$ cat src/rtl/hilo_muldiv_ctrl.sv
// hilo_muldiv_ctrl
//   Multi-cycle multiply/divide sequencer that owns the HI/LO register pair.
//   Runs shift-add multiply (MULT/MULTU) and restoring divide (DIV/DIVU),
//   one iteration per clock, and arbitrates result writes against MTHI/MTLO.
//
// Ports
//   clk          core clock, rising edge
//   rst_n        asynchronous active-low reset
//   start        issue a mul/div (sampled only while idle)
//   op           00 MULTU, 01 MULT, 10 DIVU, 11 DIV
//   rs_val       multiplicand / dividend
//   rt_val       multiplier / divisor
//   mthi, mtlo   direct write of wdata to HI / LO (aborts an operation in flight)
//   wdata        data for mthi/mtlo
//   hi, lo       HI/LO registers
//   busy         operation in progress
//   done         one-cycle pulse when HI/LO first show a new result
//   div_by_zero  raised with done on divide by zero, cleared at next start
module hilo_muldiv_ctrl #(
  parameter int unsigned WIDTH = 32,
  parameter int unsigned CNT_W = 6
) (
  input  logic             clk,
  input  logic             rst_n,
  input  logic             start,
  input  logic [1:0]       op,
  input  logic [WIDTH-1:0] rs_val,
  input  logic [WIDTH-1:0] rt_val,
  input  logic             mthi,
  input  logic             mtlo,
  input  logic [WIDTH-1:0] wdata,
  output logic [WIDTH-1:0] hi,
  output logic [WIDTH-1:0] lo,
  output logic             busy,
  output logic             done,
  output logic             div_by_zero
);

  typedef enum logic [1:0] {
    S_IDLE,
    S_MUL,
    S_DIV,
    S_FIX
  } state_e;

  localparam logic [CNT_W-1:0] LAST_STEP = CNT_W'(WIDTH - 1);

  state_e               state_q, state_d;
  logic [CNT_W-1:0]     cnt_q, cnt_d;
  logic [WIDTH-1:0]     hi_q, hi_d;
  logic [WIDTH-1:0]     lo_q, lo_d;
  logic                 done_q, done_d;
  logic                 dbz_q, dbz_d;
  // Multiplicand magnitude for MUL, divisor magnitude for DIV.
  logic [WIDTH-1:0]     opnd_q, opnd_d;
  // Shared datapath: MUL keeps {partial product, multiplier}; DIV keeps
  // {remainder, dividend/quotient}. On divide by zero the low half holds raw rs.
  logic [2*WIDTH-1:0]   acc_q, acc_d;
  logic                 qneg_q, qneg_d;
  logic                 rneg_q, rneg_d;
  logic                 is_div_q, is_div_d;
  logic                 dz_q, dz_d;

  logic                 rs_neg, rt_neg, rt_zero;
  logic [WIDTH-1:0]     rs_mag, rt_mag;
  logic [WIDTH-1:0]     mul_add;
  logic [WIDTH:0]       mul_sum;
  logic [WIDTH:0]       rem_sh, trial;
  logic [2*WIDTH-1:0]   prod_fix;
  logic [WIDTH-1:0]     quo_fix, rem_fix;
  logic                 mt_any;

  // Operand conditioning at issue.
  always_comb begin
    rs_neg  = op[0] & rs_val[WIDTH-1];
    rt_neg  = op[0] & rt_val[WIDTH-1];
    rs_mag  = rs_neg ? (~rs_val + 1'b1) : rs_val;
    rt_mag  = rt_neg ? (~rt_val + 1'b1) : rt_val;
    rt_zero = (rt_val == '0);
  end

  // Iteration datapath and final sign correction.
  always_comb begin
    mul_add  = acc_q[0] ? opnd_q : '0;
    mul_sum  = {1'b0, acc_q[2*WIDTH-1:WIDTH]} + {1'b0, mul_add};
    rem_sh   = {acc_q[2*WIDTH-1:WIDTH], acc_q[WIDTH-1]};
    trial    = rem_sh - {1'b0, opnd_q};
    prod_fix = qneg_q ? (~acc_q + 1'b1) : acc_q;
    quo_fix  = qneg_q ? (~acc_q[WIDTH-1:0] + 1'b1) : acc_q[WIDTH-1:0];
    rem_fix  = rneg_q ? (~acc_q[2*WIDTH-1:WIDTH] + 1'b1) : acc_q[2*WIDTH-1:WIDTH];
  end

  always_comb begin
    state_d  = state_q;
    cnt_d    = cnt_q;
    hi_d     = hi_q;
    lo_d     = lo_q;
    done_d   = 1'b0;
    dbz_d    = dbz_q;
    opnd_d   = opnd_q;
    acc_d    = acc_q;
    qneg_d   = qneg_q;
    rneg_d   = rneg_q;
    is_div_d = is_div_q;
    dz_d     = dz_q;
    mt_any   = mthi | mtlo;

    unique case (state_q)
      S_IDLE: begin
        if (start) begin
          // start wins over a simultaneous mt write.
          opnd_d   = op[1] ? rt_mag : rs_mag;
          if (op[1]) begin
            acc_d = {{WIDTH{1'b0}}, (rt_zero ? rs_val : rs_mag)};
          end else begin
            acc_d = {{WIDTH{1'b0}}, rt_mag};
          end
          qneg_d   = rs_neg ^ rt_neg;
          rneg_d   = rs_neg;
          is_div_d = op[1];
          dz_d     = op[1] & rt_zero;
          dbz_d    = 1'b0;
          cnt_d    = '0;
          if (!op[1])       state_d = S_MUL;
          else if (rt_zero) state_d = S_FIX;
          else              state_d = S_DIV;
        end else if (mt_any) begin
          if (mthi) hi_d = wdata;
          if (mtlo) lo_d = wdata;
        end
      end

      S_MUL, S_DIV: begin
        if (mt_any) begin
          if (mthi) hi_d = wdata;
          if (mtlo) lo_d = wdata;
          state_d = S_IDLE;
        end else begin
          if (state_q == S_MUL) begin
            acc_d = {mul_sum, acc_q[WIDTH-1:1]};
          end else if (!trial[WIDTH]) begin
            acc_d = {trial[WIDTH-1:0], acc_q[WIDTH-2:0], 1'b1};
          end else begin
            acc_d = {rem_sh[WIDTH-1:0], acc_q[WIDTH-2:0], 1'b0};
          end
          cnt_d = cnt_q + 1'b1;
          if (cnt_q == LAST_STEP) state_d = S_FIX;
        end
      end

      S_FIX: begin
        if (mt_any) begin
          if (mthi) hi_d = wdata;
          if (mtlo) lo_d = wdata;
        end else begin
          if (dz_q) begin
            hi_d = acc_q[WIDTH-1:0];
            lo_d = '1;
          end else if (is_div_q) begin
            hi_d = rem_fix;
            lo_d = quo_fix;
          end else begin
            hi_d = prod_fix[2*WIDTH-1:WIDTH];
            lo_d = prod_fix[WIDTH-1:0];
          end
          dbz_d  = dz_q;
          done_d = 1'b1;
        end
        state_d = S_IDLE;
      end

      default: state_d = S_IDLE;
    endcase
  end

  always_ff @(posedge clk or negedge rst_n) begin
    if (!rst_n) begin
      state_q  <= S_IDLE;
      cnt_q    <= '0;
      hi_q     <= '0;
      lo_q     <= '0;
      done_q   <= 1'b0;
      dbz_q    <= 1'b0;
      opnd_q   <= '0;
      acc_q    <= '0;
      qneg_q   <= 1'b0;
      rneg_q   <= 1'b0;
      is_div_q <= 1'b0;
      dz_q     <= 1'b0;
    end else begin
      state_q  <= state_d;
      cnt_q    <= cnt_d;
      hi_q     <= hi_d;
      lo_q     <= lo_d;
      done_q   <= done_d;
      dbz_q    <= dbz_d;
      opnd_q   <= opnd_d;
      acc_q    <= acc_d;
      qneg_q   <= qneg_d;
      rneg_q   <= rneg_d;
      is_div_q <= is_div_d;
      dz_q     <= dz_d;
    end
  end

  assign hi          = hi_q;
  assign lo          = lo_q;
  assign busy        = (state_q != S_IDLE);
  assign done        = done_q;
  assign div_by_zero = dbz_q;

endmodule

$ cat config.mk
export PLATFORM = sky130hd
export DESIGN_NAME = hilo_muldiv_ctrl
export DESIGN_NICKNAME = d
export VERILOG_FILES = /design/src/rtl/hilo_muldiv_ctrl.sv
export SDC_FILE = /design/constraint.sdc
export NUM_CORES = 1
export LEC_CHECK = 0
export BUFFER_PORTS_ARGS = -buffer_cell sky130_fd_sc_hd__buf_2
export CAP_MARGIN = 20
export CORE_AREA = 5 5 195 197
export CTS_BUF_LIST = sky130_fd_sc_hd__clkbuf_4 sky130_fd_sc_hd__clkbuf_8
export DETAILED_ROUTE_END_ITERATION = 8
export DIE_AREA = 0 0 200 202
export PLACE_DENSITY = 0.64
export RECOVER_POWER = 100
export SKIP_LAST_GASP = 1
export SLEW_MARGIN = 20
export SYNTH_ARGS = -nofsm -noshare
export SYNTH_HDL_FRONTEND = slang
export SYNTH_SLANG_ARGS = --single-unit
$ cat constraint.sdc
create_clock -name clk -period 3.7 [get_ports clk]
set_clock_uncertainty 0.1 [all_clocks]
set_input_delay 0.185 -clock clk [delete_from_list [all_inputs] [get_ports clk]]
set_output_delay 0.185 -clock clk [all_outputs]
set_load 0.05 [all_outputs]
Word level (Yosys, flattened, before mapping) --
Index checks and enable logic that the tools add are counted.
Cells by class: add/subtract/negate cells 8, multiply operators 0, div/mod/pow operators 0, magnitude comparators 0, equality and inequality tests 9, shifts and indexed selects 0, multiplexer cells 42, bitwise logic cells 10, reductions and logical operators 10
Operators with widths (number):
- 32-bit two-way mux | 20
- 64-bit two-way mux | 5
- 32-bit one-hot mux with 3 select lines | 2
- 32-bit by 1-bit adder with 32-bit output, second input constant | 4
- 32-bit inverter | 4
- 64-bit one-hot mux with 2 select lines | 1
- 64-bit by 1-bit adder with 64-bit output, second input constant | 1
- 64-bit inverter | 1
- 32-bit by 32-bit adder with 33-bit output | 1
- 33-bit by 32-bit subtractor with 33-bit output | 1
- 32-bit logical NOT | 1
- 6-bit two-way mux | 2
- 6-bit one-hot mux with 2 select lines | 1
- 2-bit two-way mux | 4
- 2-bit inequality test, second input constant | 4
- 6-bit by 1-bit adder with 6-bit output, second input constant | 1
- 6-bit by 5-bit equality test with 1-bit output, second input constant | 1
- 2-bit one-hot mux with 3 select lines | 1
- 3-bit AND reduction | 2
- 2-bit nonzero test | 3
- 1-bit two-way mux | 5
- 2-bit equality test, second input constant | 2
- 2-bit AND reduction | 2
- 1-bit AND | 3
- other kinds (7) | 7
Word-level totals: flip-flop bits (word level) 174, latch bits 0, bits in writable memories 0, ROM bits 0, output and inout bits 67, memories 0

Logic depth before layout (Yosys ltp) --
depth after elaboration 7, mapped depth 14

Worst setup path after synthesis --
Ideal clock, no wire load.
path type reg-to-reg, start reg acc_q[31], end reg acc_q[51], setup time 122 ps, data arrival time 3164 ps, data required time 3478 ps, slack 315 ps, stages on the path, launching flop included 13, buffers on the path 0, period minus slack after synthesis 3385 ps, cell sequence dfrtp_1 -> inv_1 -> ha_1 -> fa_1 -> nand2b_1 -> a21oi_1 -> o211a_4 -> o31ai_4 -> a211o_1 -> o211ai_2 -> nand3_4 -> or4_1 -> a32o_1
On the way: word-level cells in the longest chain between the ends 5
Ends and longest elaborated chain:
- start: declaration | line 58 | logic [2*WIDTH-1:0] acc_q, acc_d;
- start signal: assignment | line 185 | acc_q <= '0;
- start signal: assignment | line 198 | acc_q <= acc_d;
- 33-bit by 32-bit subtractor with 33-bit output | line 87 | trial = rem_sh - {1'b0, opnd_q};
- 64-bit two-way mux | line 141 | end else if (!trial[WIDTH]) begin
- 64-bit two-way mux | line 139 | if (state_q == S_MUL) begin
- 64-bit two-way mux | line 134 | if (mt_any) begin
- 64-bit one-hot mux with 2 select lines | line 108 | unique case (state_q)
No other way between the ends. The select of a mux whose other input is x is not followed. A chain may end at the register's enable or synchronous reset.

Final worst setup path --
start reg acc_q[19], end reg hi_q[6], in the netlist hi[6]
On the way: word-level cells in the longest chain between the ends 7
Ends and longest elaborated chain:
- 64-bit inverter | line 88 | prod_fix = qneg_q ? (~acc_q + 1'b1) : acc_q;
- 64-bit by 1-bit adder with 64-bit output | line 88
- 64-bit two-way mux | line 88
- 32-bit two-way mux | line 159 | end else if (is_div_q) begin
- 32-bit two-way mux | line 156 | if (dz_q) begin
- 32-bit two-way mux | line 152 | if (mt_any) begin
- 32-bit one-hot mux with 3 select lines | line 108
- end signal: assignment | line 193 | hi_q <= hi_d;
- end: declaration | line 50 | logic [WIDTH-1:0] hi_q, hi_d;
No other way between the ends.

==> metrics.log <==
[metrics] Core ar.: approximately 0.036 sq mm
[metrics] start point of the worst min-delay path: rs_val[0]
[metrics] cells along the critical path: or3_1 > nor4_4 > clkbuf_1 > nand4_1 > clkbuf_1 > o21ai_0 > buf_4 > a31oi_1 > xnor2_1 > o21ai_0 > a21oi_1 > o21ai_0
[metrics] fraction of met2 tracks used by global routing: roughly 47%
[metrics] TNS Setup: 0 ps
[metrics] post-synthesis share of cell area spent on and, or, nand and nor gates: between 20 and 25%
[metrics] origin of the critical flop-to-flop path: acc_q[19]
[metrics] status: finished with violations
[metrics] kind of critical path: flop to flop
[metrics] clock slew seen by the registers of the worst setup and hold paths: approximately 110 ps
[metrics] vertical die dimension: ~200 microns
[metrics] Root Buffer: sky130_fd_sc_hd__clkbuf_8
[metrics] vias in the first global route: 16485
[metrics] number of nets in the final layout: ~2400
[metrics] CTS HTree Levels: 4
[metrics] launch point of the worst path: acc_q[19]
[metrics] residual overflow from global routing: 0
[metrics] portion of total power attributed to sequential cells: a little under a fifth
[metrics] standby leakage power: roughly 8.0 nW
[metrics] final core area utilization: roughly half
[metrics] DR vias: ~17000
[metrics] wirelength, routed: ~65 mm
[metrics] Detail Route Antenna Nets: 0
[metrics] headroom to the max-slew limit: -55.6%
[metrics] Setup-failing EPs final: 0
[metrics] Port Buffer Count: 169
[metrics] main combinational cell family by area after synthesis: compound AO/OA/AOI/OAI gates
[metrics] busiest metal layer after global routing: met2
[metrics] number of enable-type register cells in the synthesized netlist: 0
[metrics] fin. max-slew vios: 86
[metrics] number of unique standard cell types used by synthesis: around 80
[metrics] Worst path slowest cell: sky130_fd_sc_hd__or3_1
[metrics] leading cell type in the layout, fill and taps excluded: sky130_fd_sc_hd__nor2_1
[metrics] number of buffers on the longest clock path: 2
[metrics] adder and majority cell fraction of the synthesized area: 5.98%
[metrics] area added between synthesis and finish: 15.7%
[metrics] PD cells: around 1000 mW/mm^2
[metrics] number of antenna violations at the first check in global routing: 0
[metrics] sequential fraction of the synthesis area: a little over a quarter
[metrics] hold crit path type: input pin to flop
[metrics] pin count of the biggest net entering global routing: 86
[metrics] most frequent cells in the layout: sky130_fd_sc_hd__nor2_1, sky130_fd_sc_hd__nand2_1, sky130_fd_sc_hd__o21ai_0
[metrics] total clock sinks: 174
[metrics] most instantiated flip-flop cell in the synthesis netlist: sky130_fd_sc_hd__dfrtp_1
[metrics] Most Frequent Cell on Critical Path: sky130_fd_sc_hd__o21ai_0
[metrics] area fraction in compound gates after synthesis: 26.7%
[metrics] die outline width: ~200 microns
[metrics] average cell area after synthesis: roughly 7.8 sq um
[metrics] power share of the combinational group: about 73%
[metrics] async set-reset flop share out of synthesis: 100%
[metrics] count of standard-cell rows: 70
[metrics] drt first pass iters: 9
[metrics] average vias per placed instance: ~6.2
[metrics] period utilisation layout: 98.4%
[metrics] failing checks: design-rule violations, max-capacitance violations, max-slew violations
[metrics] Post-Syn Nets: approximately 2200
[metrics] overall routing resource usage: between 30% and 40%
[metrics] number of design-rule violations left by the first detailed-router iteration: roughly 1700
[metrics] final HPWL from detailed placement: a little over 50 mm
[metrics] share of total power consumed by net switching: 56.7%
[metrics] number of flip-flops and latches in the synthesized netlist: ~170
[metrics] global-route wire length before repair: 98.0 mm
[metrics] TritonCTS clock tree: done
[metrics] type of element capturing the critical path: flop
[metrics] Routed wire per std cell: between 20 and 25 microns
[metrics] synthesized netlist cell count: 2044
[metrics] Worst EP required: 3980 ps
[metrics] critical path's largest stage delay: about 600 ps
[metrics] Worst Reg2Reg Path Length in Cells: 12
[metrics] top fanout value on the critical path: 7
[metrics] multiplexer fraction of the synthesized cell area: around 4.6%
[metrics] peak ir drop on the vdd network: roughly 0.72 mV
[metrics] max cap viols: 1
[metrics] slew of the pin with the lowest slew margin: 2330 ps
[metrics] critical path endpoint: hi[6]
[metrics] minimum setup slack among reg-to-reg paths: roughly 58 ps
[metrics] endpoint of the worst register-to-register path: hi[6]
[metrics] met1 routing resource usage after global routing: between 40% and 50%
[metrics] area share of xor/xnor cells in the synthesized design: 10.2%
[metrics] arrival time worst endpoint: 3920 ps
[metrics] met3 Usage GRT: 5.70%
[metrics] Internal: between 0.008 and 0.009 W
[metrics] insertion delay to the later sink of the worst-skew pair: around 490 ps
[metrics] final instance area: 0.0185 sq mm
[metrics] startpoint type of the worst setup path: flop
[metrics] net switching power: ~0.011 W
[metrics] layout cell share with drive strength beyond 1: a little under an eighth
[metrics] ant diodes: 0
[metrics] Initial Utilization: around 44%
[metrics] Residual DRC: 9
[metrics] placement-stage cell area: ~0.018 sq mm
[metrics] die footprint: slightly above 0.04 sq mm
[metrics] clock period minus worst slack: around 3600 ps
[metrics] max frequency: between 200 and 300 MHz
[metrics] total I/O pin count: 170
[metrics] global placement routability congestion: between 0.9 and 1
[metrics] number of warnings reported in the yosys synthesis log: 0
[metrics] Num CTS Buffers: 17
[metrics] post-synthesis cell area: between 0.015 and 0.02 sq mm
[metrics] clock power share: 8.0%
[metrics] final number of hold-violating endpoints: 0
## metrics by stage
step	power, W	setup slack [ps]	hold WS, ps	instances
6_report	0.0185	57.6	23.9	2738
3_3_place_gp	0.0167	121	222	2654
5_1_grt	0.0197	-16.9	15.5	2738
2_1_floorplan	0.0124	315	-211	2044
3_5_place_dp	0.0168	77.2	222	2654
4_1_cts	0.0183	55.3	6.45	2735
## power by group through the flow
stage | sequential (W) | combinational (W) | clock (W)
global placement | 0.00344 | 0.0132 | 0
finish | 0.00348 | 0.0136 | 0.00148
floorplan | 0.00438 | 0.00807 | 0
global route | 0.00355 | 0.0146 | 0.00156
detailed placement | 0.00347 | 0.0133 | 0
CTS | 0.00343 | 0.0134 | 0.00149
## worst min-delay path by stage
stage | to | slack [ps] | cells past startpoint
after floorplan | acc_q[0] | -210 | 0
after global placement | lo[20] | 220 | 1
after detailed placement | lo[20] | 220 | 1
after CTS | acc_q[7] | 6 | 3
after global routing | opnd_q[0] | 20 | 3
final | opnd_q[0] | 20 | 3
## flip-flops by register name, summed over array words and instances, names as in the netlist, 2 cells and up
| register | cells |
|---|---|
| acc_q | 64 |
| hi | 32 |
| cnt_q | 6 |
| state_q | 2 |
| opnd_q | 32 |
| lo | 32 |
## cells in the mapped netlist (all sizes together), types with 4 or more instances
| library cell | instances | area share (%) |
|---|---|---|
| clkbuf | 104 | 2.4 |
| a221oi | 22 | 1.3 |
| nand3b | 5 | 0.24 |
| buf | 24 | 0.82 |
| nor3b | 15 | 0.71 |
| nand2 | 193 | 4.5 |
| nand2b | 31 | 1.2 |
| and3 | 18 | 0.71 |
| mux2 | 7 | 0.49 |
| nand4 | 16 | 0.63 |
| ha | 73 | 5.7 |
| a31oi | 16 | 0.63 |
| xor2 | 82 | 4.5 |
| o22ai | 39 | 1.5 |
| o221ai | 12 | 0.66 |
| inv | 69 | 1.6 |
| and2 | 17 | 0.67 |
| and4 | 5 | 0.27 |
| a21o | 30 | 1.4 |
| mux2i | 65 | 4.1 |
| a211oi | 31 | 1.5 |
| o21bai | 7 | 0.33 |
| a311oi | 5 | 0.27 |
| or2 | 8 | 0.31 |
| a211o | 4 | 0.22 |
| o41ai | 10 | 0.64 |
| nand3 | 30 | 1.0 |
| or3 | 24 | 0.97 |
| a22o | 5 | 0.27 |
| o31ai | 25 | 1.3 |
| nor3 | 41 | 1.4 |
| o31a | 5 | 0.27 |
| a22oi | 19 | 0.89 |
| nor2b | 20 | 0.78 |
| or4 | 12 | 0.56 |
| nor4 | 17 | 0.99 |
| o211ai | 17 | 0.83 |
| o21ai | 185 | 5.8 |
| a222oi | 12 | 0.75 |
| o21a | 13 | 0.61 |
| a21oi | 177 | 5.6 |
| dfrtp | 174 | 27 |
| nor2 | 216 | 5.1 |
| xnor2 | 104 | 5.7 |
## per-layer routing
metal / wire length (microns) / part of all wire (%)
met1: 27400 / 42
met4: 3420 / 5.3
met5: 0 / 0
met2: 28100 / 43
met3: 5720 / 8.8
## area by class of cell
| class | count | area, sq um |
|---|---|---|
| timing repair buffer | 322 | 2000 |
| clock inverter | 14 | 175 |
| clock buffer | 18 | 248 |
| multi-input combinational | 1673 | 10800 |
| inverter | 69 | 259 |
| fill | 3559 | 17600 |
| sequential | 174 | 4350 |
| tap | 468 | 586 |
## critical path, delay by kind of cell, from the launching register on
family	cells	cell delay, ps
buf+inv	3	790
xor+xnor	1	320
compound gates	5	870
simple gates	3	1060
flops	1	390
## kinds of logic (layout without fill, tap and decap cells)
family          count (synthesis)  count (layout)
compound gates                666             666
fa+ha+maj                      75              75
mux                            72              72
xor+xnor                      186             186
simple gates                  674             674
buf+inv                       197             423
flops                         174             174
## timing repair
item	in CTS	in global routing
setup buffers	0	3
hold endpoints to repair	162	0
resized for setup	0	3
setup endpoints to repair	0	8
hold buffers	49	0
Note: power is estimated with default switching activity, not from simulation.
